[src/rtl/mem_arbiter_pkg.sv]
// -----------------------------------------------------------------------------
// mem_arbiter_pkg
//   Shared types for the unified-memory arbiter: FSM state encoding, the
//   owner tag that records which requester holds the current transaction,
//   and the fixed-priority-with-starvation-guard winner selection.
// -----------------------------------------------------------------------------
package mem_arbiter_pkg;

    typedef enum logic [1:0] {
        IDLE      = 2'd0,
        ISSUE     = 2'd1,
        WAIT_RESP = 2'd2
    } state_t;

    typedef enum logic {
        OWNER_I = 1'b0,
        OWNER_D = 1'b1
    } owner_t;

    // Data wins by default; fetch wins only when it has been passed over
    // the maximum number of times in a row. With no request at all the
    // result is meaningless and must be qualified by the caller.
    function automatic owner_t pick_owner(input logic i_req,
                                          input logic d_req,
                                          input logic starved);
        if (d_req && !(i_req && starved)) begin
            return OWNER_D;
        end
        return OWNER_I;
    endfunction

endpackage

[src/rtl/mem_arb_timer.sv]
// -----------------------------------------------------------------------------
// mem_arb_timer
//   Clearable saturating cycle counter with a hit flag.
//   hit is high during the LIMIT-th enabled cycle after a clear (and stays
//   high while saturated), so a consumer acting on hit aborts after exactly
//   LIMIT counted cycles.
// Ports
//   clk  in  clock, rising edge
//   rst  in  asynchronous reset, active-low
//   clr  in  synchronous clear (takes priority over en)
//   en   in  count this cycle
//   hit  out counter has reached LIMIT counted cycles (including this one)
// -----------------------------------------------------------------------------
module mem_arb_timer #(
    parameter int LIMIT = 64
) (
    input  logic clk,
    input  logic rst,
    input  logic clr,
    input  logic en,
    output logic hit
);

    localparam int CNT_W = $clog2(LIMIT + 1);
    localparam logic [CNT_W-1:0] LAST = CNT_W'(LIMIT - 1);

    logic [CNT_W-1:0] cnt;

    always_ff @(posedge clk or negedge rst) begin
        if (!rst) begin
            cnt <= '0;
        end else if (clr) begin
            cnt <= '0;
        end else if (en && (cnt != LAST)) begin
            cnt <= cnt + 1'b1;
        end
    end

    // cnt holds the number of enabled cycles already completed, so cnt==LIMIT-1
    // means the current cycle is the LIMIT-th one.
    assign hit = (cnt == LAST);

endmodule

[src/rtl/mem_arbiter.sv]
// -----------------------------------------------------------------------------
// mem_arbiter
//   Shares one single-port memory between instruction fetch (I) and the
//   load/store path (D). One transaction outstanding at a time:
//   IDLE (arbitrate, pulse gnt) -> ISSUE (mem_req held until mem_ready)
//   -> WAIT_RESP (until mem_rvalid or timeout) -> IDLE.
//   Data has priority; fetch is forced through after MAX_STARVE consecutive
//   data grants while it waits. A response timeout completes the owner's
//   transaction with zero data and sets the sticky err flag.
// Ports
//   clk, rst                       clock / async active-low reset
//   i_req, i_addr                  fetch request (held until i_gnt)
//   i_gnt, i_rvalid, i_rdata       fetch grant pulse, response pulse, data
//   d_req, d_we, d_addr, d_wdata   load/store request (held until d_gnt)
//   d_gnt, d_rvalid, d_rdata       data grant pulse, response pulse, load data
//   mem_req/we/addr/wdata          memory request side, valid while mem_req
//   mem_ready, mem_rvalid, mem_rdata  memory accept, response pulse, read data
//   err                            sticky: timeout or spurious mem_rvalid
// -----------------------------------------------------------------------------
module mem_arbiter
    import mem_arbiter_pkg::*;
#(
    parameter int ADDR_W     = 32,
    parameter int DATA_W     = 32,
    parameter int MAX_STARVE = 4,
    parameter int TIMEOUT    = 64
) (
    input  logic              clk,
    input  logic              rst,
    input  logic              i_req,
    input  logic [ADDR_W-1:0] i_addr,
    output logic              i_gnt,
    output logic              i_rvalid,
    output logic [DATA_W-1:0] i_rdata,
    input  logic              d_req,
    input  logic              d_we,
    input  logic [ADDR_W-1:0] d_addr,
    input  logic [DATA_W-1:0] d_wdata,
    output logic              d_gnt,
    output logic              d_rvalid,
    output logic [DATA_W-1:0] d_rdata,
    output logic              mem_req,
    output logic              mem_we,
    output logic [ADDR_W-1:0] mem_addr,
    output logic [DATA_W-1:0] mem_wdata,
    input  logic              mem_ready,
    input  logic              mem_rvalid,
    input  logic [DATA_W-1:0] mem_rdata,
    output logic              err
);

    localparam int STARVE_W = $clog2(MAX_STARVE + 1);
    localparam logic [STARVE_W-1:0] STARVE_LIM = STARVE_W'(MAX_STARVE);

    state_t              state;
    state_t              state_nxt;
    owner_t              owner;
    owner_t              winner;
    logic                we_q;
    logic [ADDR_W-1:0]   addr_q;
    logic [DATA_W-1:0]   wdata_q;
    logic [STARVE_W-1:0] starve_cnt;
    logic [STARVE_W-1:0] starve_nxt;
    logic                grant_i;
    logic                grant_d;
    logic                complete;
    logic                abort;
    logic                timer_hit;
    logic                in_wait;
    logic                issuing;

    assign in_wait = (state == WAIT_RESP);
    assign issuing = (state == ISSUE);

    mem_arb_timer #(
        .LIMIT (TIMEOUT)
    ) u_timer (
        .clk (clk),
        .rst (rst),
        .clr (!in_wait),
        .en  (in_wait),
        .hit (timer_hit)
    );

    // State register
    always_ff @(posedge clk or negedge rst) begin
        if (!rst) begin
            state <= IDLE;
        end else begin
            state <= state_nxt;
        end
    end

    // Next state, arbitration and starvation bookkeeping
    always_comb begin
        state_nxt  = state;
        grant_i    = 1'b0;
        grant_d    = 1'b0;
        starve_nxt = starve_cnt;
        complete   = 1'b0;
        abort      = 1'b0;
        winner     = pick_owner(i_req, d_req, starve_cnt == STARVE_LIM);

        case (state)
            IDLE: begin
                grant_d = d_req && (winner == OWNER_D);
                grant_i = i_req && (winner == OWNER_I);
                // Any IDLE cycle without a fetch waiting breaks the run of
                // consecutive data wins, as does a fetch grant itself.
                if (grant_i || !i_req) begin
                    starve_nxt = '0;
                end else if (grant_d && (starve_cnt != STARVE_LIM)) begin
                    starve_nxt = starve_cnt + 1'b1;
                end
                if (grant_i || grant_d) begin
                    state_nxt = ISSUE;
                end
            end
            ISSUE: begin
                if (mem_ready) begin
                    state_nxt = WAIT_RESP;
                end
            end
            WAIT_RESP: begin
                // A response arriving in the timeout cycle still counts.
                if (mem_rvalid) begin
                    complete  = 1'b1;
                    state_nxt = IDLE;
                end else if (timer_hit) begin
                    abort     = 1'b1;
                    state_nxt = IDLE;
                end
            end
            default: begin
                state_nxt = IDLE;
            end
        endcase
    end

    // Request latch, starvation counter, response and error registers
    always_ff @(posedge clk or negedge rst) begin
        if (!rst) begin
            owner      <= OWNER_I;
            we_q       <= 1'b0;
            addr_q     <= '0;
            wdata_q    <= '0;
            starve_cnt <= '0;
            i_rvalid   <= 1'b0;
            i_rdata    <= '0;
            d_rvalid   <= 1'b0;
            d_rdata    <= '0;
            err        <= 1'b0;
        end else begin
            starve_cnt <= starve_nxt;

            if (grant_d) begin
                owner   <= OWNER_D;
                we_q    <= d_we;
                addr_q  <= d_addr;
                wdata_q <= d_wdata;
            end else if (grant_i) begin
                owner   <= OWNER_I;
                we_q    <= 1'b0;
                addr_q  <= i_addr;
                wdata_q <= '0;
            end

            // Response outputs are zero except in the single completion cycle.
            i_rvalid <= (complete || abort) && (owner == OWNER_I);
            d_rvalid <= (complete || abort) && (owner == OWNER_D);
            i_rdata  <= (complete && (owner == OWNER_I)) ? mem_rdata : '0;
            d_rdata  <= (complete && (owner == OWNER_D) && !we_q) ? mem_rdata : '0;

            if (abort || (mem_rvalid && !in_wait)) begin
                err <= 1'b1;
            end
        end
    end

    // Grants are combinational from IDLE; hold them low while reset is asserted.
    assign i_gnt = grant_i & rst;
    assign d_gnt = grant_d & rst;

    // The memory side shows the latched request only while it is being issued.
    assign mem_req   = issuing;
    assign mem_we    = issuing & we_q;
    assign mem_addr  = issuing ? addr_q  : '0;
    assign mem_wdata = issuing ? wdata_q : '0;

endmodule

[config.mk]
export PLATFORM = sky130hd
export DESIGN_NAME = mem_arbiter
export DESIGN_NICKNAME = d
export VERILOG_FILES = /design/src/rtl/mem_arbiter_pkg.sv /design/src/rtl/mem_arb_timer.sv /design/src/rtl/mem_arbiter.sv
export SDC_FILE = /design/constraint.sdc
export NUM_CORES = 1
export LEC_CHECK = 0
export ABC_AREA = 1
export CAP_MARGIN = 10
export CORE_AREA = 2 2 126 128
export DETAILED_ROUTE_END_ITERATION = 16
export DIE_AREA = 0 0 128 130
export PLACE_DENSITY = 0.77
export SETUP_SLACK_MARGIN = 0.2
export SYNTH_ARGS = -nofsm -noshare
export SYNTH_HDL_FRONTEND = slang
export SYNTH_HIERARCHICAL = 1
export SYNTH_SLANG_ARGS = --single-unit
[constraint.sdc]
create_clock -name clk -period 1.7 [get_ports clk]
set_input_delay 0.34 -clock clk [delete_from_list [all_inputs] [get_ports clk]]
set_output_delay 0.34 -clock clk [all_outputs]
set_load 0.005 [all_outputs]
**After elaboration in Yosys (flattened, before gate mapping)**

Index checks and enable logic that the tools add are counted.

- Add/subtract/negate cells: 2
- Multiply operators: 0
- Divide/modulo/power cells: 0
- Order comparisons: 0
- Eq/ne operators: 10
- Shifts and indexed selects: 0
- Mux-type cells: 30
- Bitwise gates (word level): 5
- Reductions and logical operators: 25

Operator list:

| operator | number |
|---|---|
| $mux 32 | 8 |
| $mux 7 | 2 |
| $mux 1 | 13 |
| $logic_and 1x1->1 | 12 |
| $mux 2 | 4 |
| $add 7x1->7 const B | 1 |
| $eq 7x6->1 const B | 1 |
| $ne 7x6->1 const B | 1 |
| $mux 3 | 2 |
| $ne 3x3->1 const B | 2 |
| $pmux 2 s3 | 1 |
| $logic_not 1->1 | 4 |
| $logic_or 1x1->1 | 4 |
| $ne 2x2->1 const B | 2 |
| $reduce_bool 2->1 | 2 |
| $add 3x1->3 const B | 1 |
| $and 1x1->1 | 3 |
| $eq 3x3->1 const B | 1 |
| $reduce_and 3->1 | 1 |
| $eq 2x1->1 const B | 1 |
| $eq 2x2->1 const B | 1 |
| $logic_not 2->1 | 1 |
| $ne 2x1->1 const B | 1 |
| $not 1->1 | 2 |
| $reduce_and 2->1 | 1 |

- Register bits: 145
- Bits in latches: 0
- RAM bits: 0
- ROM bits: 0
- Input port bits: 135
- Word-level logic and storage cells: 84
- Memories: 0

**Logic depth before layout (Yosys ltp)**

Gate-level depths: netlist (run 1).

- Word-level depth: 11
- Depth in mapped cells: 9
- Mapped depth without buffers: 8

**By module**

The synthesis (run 1) kept the hierarchy.

By module, submodules not included:

| module | times used | cells each | area an instance (um^2) | seq. area each (um^2) |
|---|---|---|---|---|
| mem_arbiter | 1 | 805 | 6147.1 | 3453.3 |
| mem_arb_timer | 1 | 68 | 486.7 | 175.2 |

**Least setup slack after synthesis (run 1)**

Ideal clock, no wire load.

- Path type: register to output
- Start point: register starve_cnt[0]
- End point: output i_gnt
- Arrival time: 1.166 ns
- Data required time: 1.360 ns
- Setup slack: 0.194 ns
- Stages on the path, launching flop included: 8
- Cells stage by stage: dfrtp_1 -> inv_1 -> ha_1 -> nand3_2 -> clkbuf_1 -> nand2_1 -> nand4_1 -> inv_1

- Word-level cells in the longest chain between the ends: 10

RTL lines:

| element | line | RTL |
|---|---|---|
| from (decl) | mem_arbiter.sv:62 | `logic [STARVE_W-1:0] starve_cnt;` |
| from (signal assigned) | mem_arbiter.sv:154 | `starve_cnt <= starve_nxt;` |
| $eq 3x3->1 | mem_arbiter.sv:102 | `winner = pick_owner(i_req, d_req, starve_cnt == STARVE_LIM);` |
| $logic_and 1x1->1 | mem_arbiter_pkg.sv:26 | `if (d_req && !(i_req && starved)) begin` |
| $logic_not 1->1 | mem_arbiter_pkg.sv:26 |  |
| $logic_and 1x1->1 | mem_arbiter_pkg.sv:26 |  |
| $mux 1 | mem_arbiter_pkg.sv:26 |  |
| $mux 1 | mem_arbiter_pkg.sv:29 | `return OWNER_I;` |
| $not 1->1 | mem_arbiter.sv:107 | `grant_i = i_req && (winner == OWNER_I);` |
| $logic_and 1x1->1 | mem_arbiter.sv:107 |  |
| $mux 1 | mem_arbiter.sv:104 | `case (state)` |
| $and 1x1->1 | mem_arbiter.sv:181 | `assign i_gnt = grant_i & rst;` |
| to (decl) | mem_arbiter.sv:32 | `output logic i_gnt,` |

Every way passes these cells.

**Worst setup path in the final report (run 1)**

- Start point: register state[1]
- End point: output mem_addr[25]

- Word-level cells in the longest chain between the ends: 2

RTL lines:

| element | line | RTL |
|---|---|---|
| from (decl) | mem_arbiter.sv:55 | `state_t state;` |
| from (signal assigned) | mem_arbiter.sv:90 | `state <= state_nxt;` |
| $eq 2x1->1 | mem_arbiter.sv:73 | `assign issuing = (state == ISSUE);` |
| $mux 32 | mem_arbiter.sv:187 | `assign mem_addr = issuing ? addr_q : '0;` |
| to (decl) | mem_arbiter.sv:44 | `output logic [ADDR_W-1:0] mem_addr,` |

Every way passes these cells.

==> metrics.md, run 1 <==
| Metric | Value |
|---|---|
| Detail Placement HPWL | 13000 µm |
| Setup Skew | 6.27 ps |
| Wire per inst | 15.2 µm |
| Cell variety after synth | 24 |
| Pleak | 6.33 nW |
| Hold crit path type | in -> async |
| # DRC | 0 |
| Failing checks | negative setup slack |
| Cell Rows | 46 |
| Die W | 128 µm |
| Max Fanout on Critical Path | 6 |
| First-pass GRT wire length | 32300 µm |
| Final Hold Violating Endpoints | 0 |
| DR pass1 iterations | 5 |
| Pint | 10.2 mW |
| DRT iter0 DRCs | 306 |
| Register area share after synthesis | 0.547 |
| CTS sink cnt | 145 |
| Register Area | 3630 µm² |
| Die Ht | 130 µm |
| CTS Buf Count | 17 |
| Synth Warn # | 6 |
| Synth top area share | 0.547 |
| Clock transition at the registers of the reported paths | 60 ps |
| Worst slew pin tran | 603 ps |
| CP Launch Type | flip-flop |
| Post-Synthesis Cells | 873 |
| Comb power frac | 0.485 |
| CTS tree | built |
| Rel. slew slack | 0.598 |
| H-tree Lvls | 4 |
| Final global-route overflow total | 0 |
| Max-slew violation count | 0 |
| Clock share of power | 0.222 |
| Area leader, netlist | dfrtp_1 |
| Final setup TNS | -14000 ps |
| Maximum clock path buffer count | 2 |
| RSZ-0062 raised after global routing | yes |
| Depth of the worst register-to-register path | 10 |
| Gp weighted congestion | 0.830 |
| Sequential share of power | 0.293 |
| Port Buffers | 269 |
| Most frequent cell after synthesis | nand2_1 |
| Vias in the first global route | 6238 |
| Mapped Nets | 1011 |
| Flops & latches, synth | 145 |
| Peak Freq | 0.517 GHz |
| Via Count | 6377 |
| Ys flop type | dfrtp_1 |
| Core box area | 15400 µm² |
| Antenna viol nets, final | 0 |
| Final worst slack | -235 ps |
| Top cells by area, synth | dfrtp_1 (55%), nand2_1 (13%), inv_1 (12%), nor2_1 (8.2%), nand3_1 (3.6%) |
| Max IR drop VDD | 0.946 mV |
| Hold slack | 17.4 ps |
| Endpoints failing setup | 121 |
| CP arrival | 1600 ps |
| Reg-to-Reg Start | state[1] |
| Initial antenna violation count | 0 |
| Status | finished, violations left |
| Area Growth Syn to Fin | 63.7% |
| Sw Share | 0.364 |
| Nets | 1330 |
| Post-synth EDFFs | 0 |
| Reg-to-reg setup timing slack | -140 ps |
| GRT Overall Usage | 0.255 |
| Minimum clock period | 1940 ps |
| Worst r2r dst | wdata_q[20] |
| Area occupied by multi-input gates | 2200 µm² |
| IO Count | 270 |
| Layout cells sized above 1 | 0.188 |
| Final wirelength | 21200 µm |
| CTS root buf | clkbuf_16 |
| Max cap viols | 0 |
| Pwr dens | 1470 nW/µm² |
| Ys async rst share | 1.00 |
| Worst skew pair latency | 420 ps |
| Initial Util | 0.430 |
| Syn_area_per_cell | 7.60 µm² |
| Worst Path Required | 1360 ps |
| Period utilisation layout | 1.14 |
| Critical Path Sink Type | output pin |
| Sw power | 5.81 mW |
| Post-synth top cells | nand2_1 (225), inv_1 (204), dfrtp_1 (145), nor2_1 (145), nand3_1 (48) |
| Drt via density | 4.56 |
| Pin count of the biggest net entering global routing | 116 |
| Crit path kind | reg -> out |
| Post-Synthesis Cell Area | 6630 µm² |
| Fillers | 1228 |
| DIE AREA | 16600 µm² |
| Antenna Cells | 0 |
-- cells in the final DEF (no fill, tap or decap), drive strengths merged --
| cell type | Yosys | layout |
|---|---|---|
| o21ai | 36 | 36 |
| nand3 | 51 | 51 |
| xor2 | 1 | 1 |
| clkinvlp | 0 | 3 |
| ha | 3 | 3 |
| nor2 | 151 | 151 |
| dlygate4sd3 | 0 | 2 |
| bufbuf | 0 | 5 |
| nand2 | 228 | 228 |
| clkdlybuf4s15 | 0 | 1 |
| clkdlybuf4s50 | 0 | 133 |
| a21oi | 1 | 1 |
| inv | 210 | 218 |
| clkinv | 7 | 11 |
| buf | 29 | 125 |
| o31ai | 1 | 1 |
| dfrtp | 145 | 145 |
| nand4 | 3 | 3 |
| clkbuf | 7 | 20 |
| dlygate4sd2 | 0 | 67 |
-- power by group through the flow --
stage	clock, mW	combinational (mW)	sequential [mW]
final	3.55	7.75	4.68
after global routing	3.76	8.41	4.76
after CTS	3.59	7.33	4.66
after detailed placement	0	5.60	4.70
after global placement	0	5.49	4.67
after floorplan	0	2.75	4.65
-- sequential cells by signal, indices dropped and copies added, names as in the netlist --
signal       flops
wdata_q         32
addr_q          32
d_rvalid         1
state            2
starve_cnt       3
i_rdata         32
owner            1
err              1
we_q             1
i_rvalid         1
d_rdata         32
u_timer/cnt      7
-- metrics by stage --
| stage | power, mW | util | std cells | area, µm² | setup slack [ps] |
|---|---|---|---|---|---|
| floorplan | 7.41 | - | 873 | 6640 | 213 |
| global placement | 10.2 | 0.631 | 1326 | 9730 | -307 |
| detailed placement | 10.3 | 0.631 | 1326 | 9730 | -325 |
| CTS | 15.6 | 0.693 | 1389 | 10700 | -206 |
| global route | 16.9 | 0.704 | 1397 | 10900 | -319 |
| finish | 16.0 | 0.704 | 1397 | 10900 | -235 |
-- kinds of logic (layout without fill, tap and decap cells) --
logic type / after synthesis / in the layout / share of synthesized area
flip-flops: 145 / 145 / 0.547
buffers and inverters: 253 / 585 / 0.150
AO/OA/AOI/OAI: 38 / 38 / 0.0290
XOR/XNOR: 1 / 1 / 0.00132
adder cells (fa/ha/maj): 3 / 3 / 0.00566
AND/OR/NAND/NOR: 433 / 433 / 0.267
-- worst max-delay path by stage --
stage / startpoint / endpoint / slack, ps
floorplan: starve_cnt[0] / d_gnt / 210
global placement: i_req / i_gnt / -310
detailed placement: i_req / i_gnt / -330
CTS: state[0] / mem_addr[12] / -210
global route: state[0] / mem_addr[25] / -320
finish: state[1] / mem_addr[25] / -240
-- layer usage --
metal / vias up / global-route usage / routed length, µm
li1: 3140 / - / -
met5: - / 0 / 0
met2: 231 / 0.446 / 10900
met4: 0 / 0.108 / 616
met1: 2951 / 0.301 / 8510
met3: 55 / 0.0615 / 1130
-- cell type report --
type	count	area share
Clock buffer	17	0.0392
Clock inverter	15	0.0128
Inverter	217	0.0762
Multi-Input combinational cell	475	0.203
Sequential cell	145	0.334
Tap cell	192	0.0221
Timing Repair Buffer	336	0.313
-- worst max-delay path: stages (launching register included) --
cell and delay, ps:
dfrtp_1 410, nor2_4 150, inv_4 80, buf_12 150, buf_12 140, nor2_1 110, buf_2 140
-- what timing repair did --
action,CTS,global route
pin swaps,4,6
setup buffers,15,5
gates resized for setup,411,25
endpoints found under the hold margin,6,0
endpoints found under the setup margin,202,145
hold buffers,2,0
gates cloned,14,3
Power figures use the tool's default switching activity.
==> run 2, diff against run 1 <==
Settings changed: CORE_AREA 2 2 126 128 to 2 2 134 136, DIE_AREA 0 0 128 130 to 0 0 136 138, PLACE_DENSITY 0.77 to 0.71, REMOVE_ABC_BUFFERS set to 1, SETUP_SLACK_MARGIN 0.2 to 0.5.
Clock period 1.7 ns to 1.61 ns, I/O delays scaled along.
==> run 2 against run 1 <==
The flow still finishes with violations (negative setup slack). Sequential share of layout area is essentially flat. Sequential power grew 4.9%. Count of clock-buffer cells in the layout grew 1. Critical endpoint is now mem_addr[0]. Register-to-register slack lost 80 ps. Critical path depth shrank 1. Core utilization shrank 8.5 points. Largest cell class unchanged. Via count is essentially flat. Setup slack lost 64 ps. Cell count grew 3.4%. Combinational power grew 2%. Largest power group unchanged. First-iteration DRC count grew 9.8%. Global-route usage shrank 3.8 points. Critical path type unchanged.
==> metrics.md, run 2 (synthesized netlist as in run 1, its figures left out) <==
| Metric | Value |
|---|---|
| Status | finished, violations left |
| Failing checks | negative setup slack |
| Period utilisation layout | 1.19 |
| GRT Overall Usage | 0.217 |
| Wire per inst | 14.7 µm |
| Final wirelength | 21200 µm |
| Register Area | 3630 µm² |
| First-pass GRT wire length | 31600 µm |
| Crit path kind | reg -> out |
| CTS sink cnt | 145 |
| IO Count | 270 |
| CP arrival | 1590 ps |
| Detail Placement HPWL | 13200 µm |
| Final Hold Violating Endpoints | 0 |
| Endpoints failing setup | 133 |
| H-tree Lvls | 4 |
| Layout cells sized above 1 | 0.278 |
| Final worst slack | -299 ps |
| Drt via density | 4.42 |
| Nets | 1340 |
| Reg-to-Reg Start | state[1] |
| CTS Buf Count | 17 |
| Maximum clock path buffer count | 2 |
| CP Launch Type | flip-flop |
| Routed met3 length | 1860 µm |
| Initial antenna violation count | 0 |
| Cell Rows | 49 |
| Die W | 136 µm |
| RSZ-0062 raised after global routing | yes |
| Max-slew violation count | 0 |
| DRT iter0 DRCs | 336 |
| Wl on met1 | 8220 µm |
| Setup Skew | 10.2 ps |
| Max Fanout on Critical Path | 11 |
| Pin count of the biggest net entering global routing | 125 |
| Worst Path Required | 1290 ps |
| Hold crit path type | in -> async |
| Post-layout util | 0.619 |
| Port Buffers | 269 |
| Area occupied by multi-input gates | 2300 µm² |
| CTS tree | built |
| CTS root buf | clkbuf_16 |
| Max cap viols | 0 |
| Antenna viol nets, final | 0 |
| DR WL met2 | 10600 µm |
| Crit. Startpoint | state[1] |
| Worst skew pair latency | 420 ps |
| Core box area | 17500 µm² |
| Fillers | 1503 |
| Total Power | 16.9 mW |
| # DRC | 0 |
| Initial Util | 0.378 |
| Gp weighted congestion | 0.800 |
| Max IR drop VDD | 0.806 mV |
| Peak Freq | 0.524 GHz |
| Pleak | 6.22 nW |
| Vias in the first global route | 6169 |
| Via Count | 6376 |
| Most frequent cells in the layout | nand2_1 (220), inv_1 (200), dfrtp_1 (144), clkdlybuf4s50_1 (133), buf_2 (127) |
| Antenna Cells | 0 |
| Rel. slew slack | 0.563 |
| DIE AREA | 18800 µm² |
| Die Ht | 138 µm |
| Area Growth Syn to Fin | 63.7% |
| Clock transition at the registers of the reported paths | 70 ps |
| Critical Path Sink Type | output pin |
| Pwr dens | 1550 nW/µm² |
| Commonest non-fill, non-tap cell in the layout | nand2_1 |
| Worst slew pin tran | 656 ps |
| Minimum clock period | 1910 ps |
| Highest routed layer | met4 |
| DR pass1 iterations | 4 |
| Final global-route overflow total | 0 |
[run 2: what timing repair did]
action,in CTS,in global routing
setup buffers,9,14
pin swaps,6,13
gates cloned,9,5
resized for setup,579,90
hold endpoints to repair,21,0
endpoints found under the setup margin,280,280
hold buffers,1,0
[run 2: worst paths after layout]
path                            slack [ps]          end  depth (start not counted)
worst max-delay path                  -300  mem_addr[0]                          5
worst min-delay path                    40   wdata_q[6]                          2
worst max register to register        -220   addr_q[14]                         12
worst min register to register         460     i_rvalid                          1
max in group asynchronous              870   wdata_q[3]                          3
min in group clk                       450   wdata_q[3]                          3
[run 2: where the power goes]
part	total (mW)	switching, mW	internal, mW
Combinational	7.92	3.98	3.93
Clock	4.05	1.67	2.38
Sequential	4.91	0.361	4.55
[run 2: worst max-delay path, cell delays in order, from the launching register on]
cell             delay (ps)
dfrtp_1                 410
nor2_4                  190
inv_8                   100
buf_12                  170
nor2_1                   90
clkdlybuf4s15_2         210
[run 2: area by class of cell]
type / count / area share
clock inverters: 14 / 0.0153
multi-input cells: 475 / 0.212
flip-flops and latches: 145 / 0.334
well taps: 229 / 0.0264
inverters: 217 / 0.0782
clock buffers: 18 / 0.0404
repair buffers: 346 / 0.293
[run 2: routing by layer]
metal | global-route usage | vias to the layer above
met3 | 0.0785 | 30
met2 | 0.361 | 225
met4 | 0.0685 | 0
li1 | - | 3166
met5 | 0 | -
met1 | 0.260 | 2955
[run 2: per-stage QoR]
step | std cells | worst slack [ps] | hold slack, ps | cell area [µm²] | TNS, ps
floorplan | 837 | -522 | 26.4 | 6460 | -35850
global placement | 1374 | -563 | 270 | 9900 | -25910
detailed placement | 1374 | -567 | 271 | 9900 | -29320
CTS | 1425 | -298 | 70.6 | 10400 | -13340
global route | 1444 | -371 | 83.9 | 10900 | -33180
finish | 1444 | -299 | 42.2 | 10900 | -22950
==> run 3, diff against run 2 <==
Settings changed: SLEW_MARGIN set to 0.
==> results of run 3 <==
Final layout, timing and power as in run 2 (identical DEF).
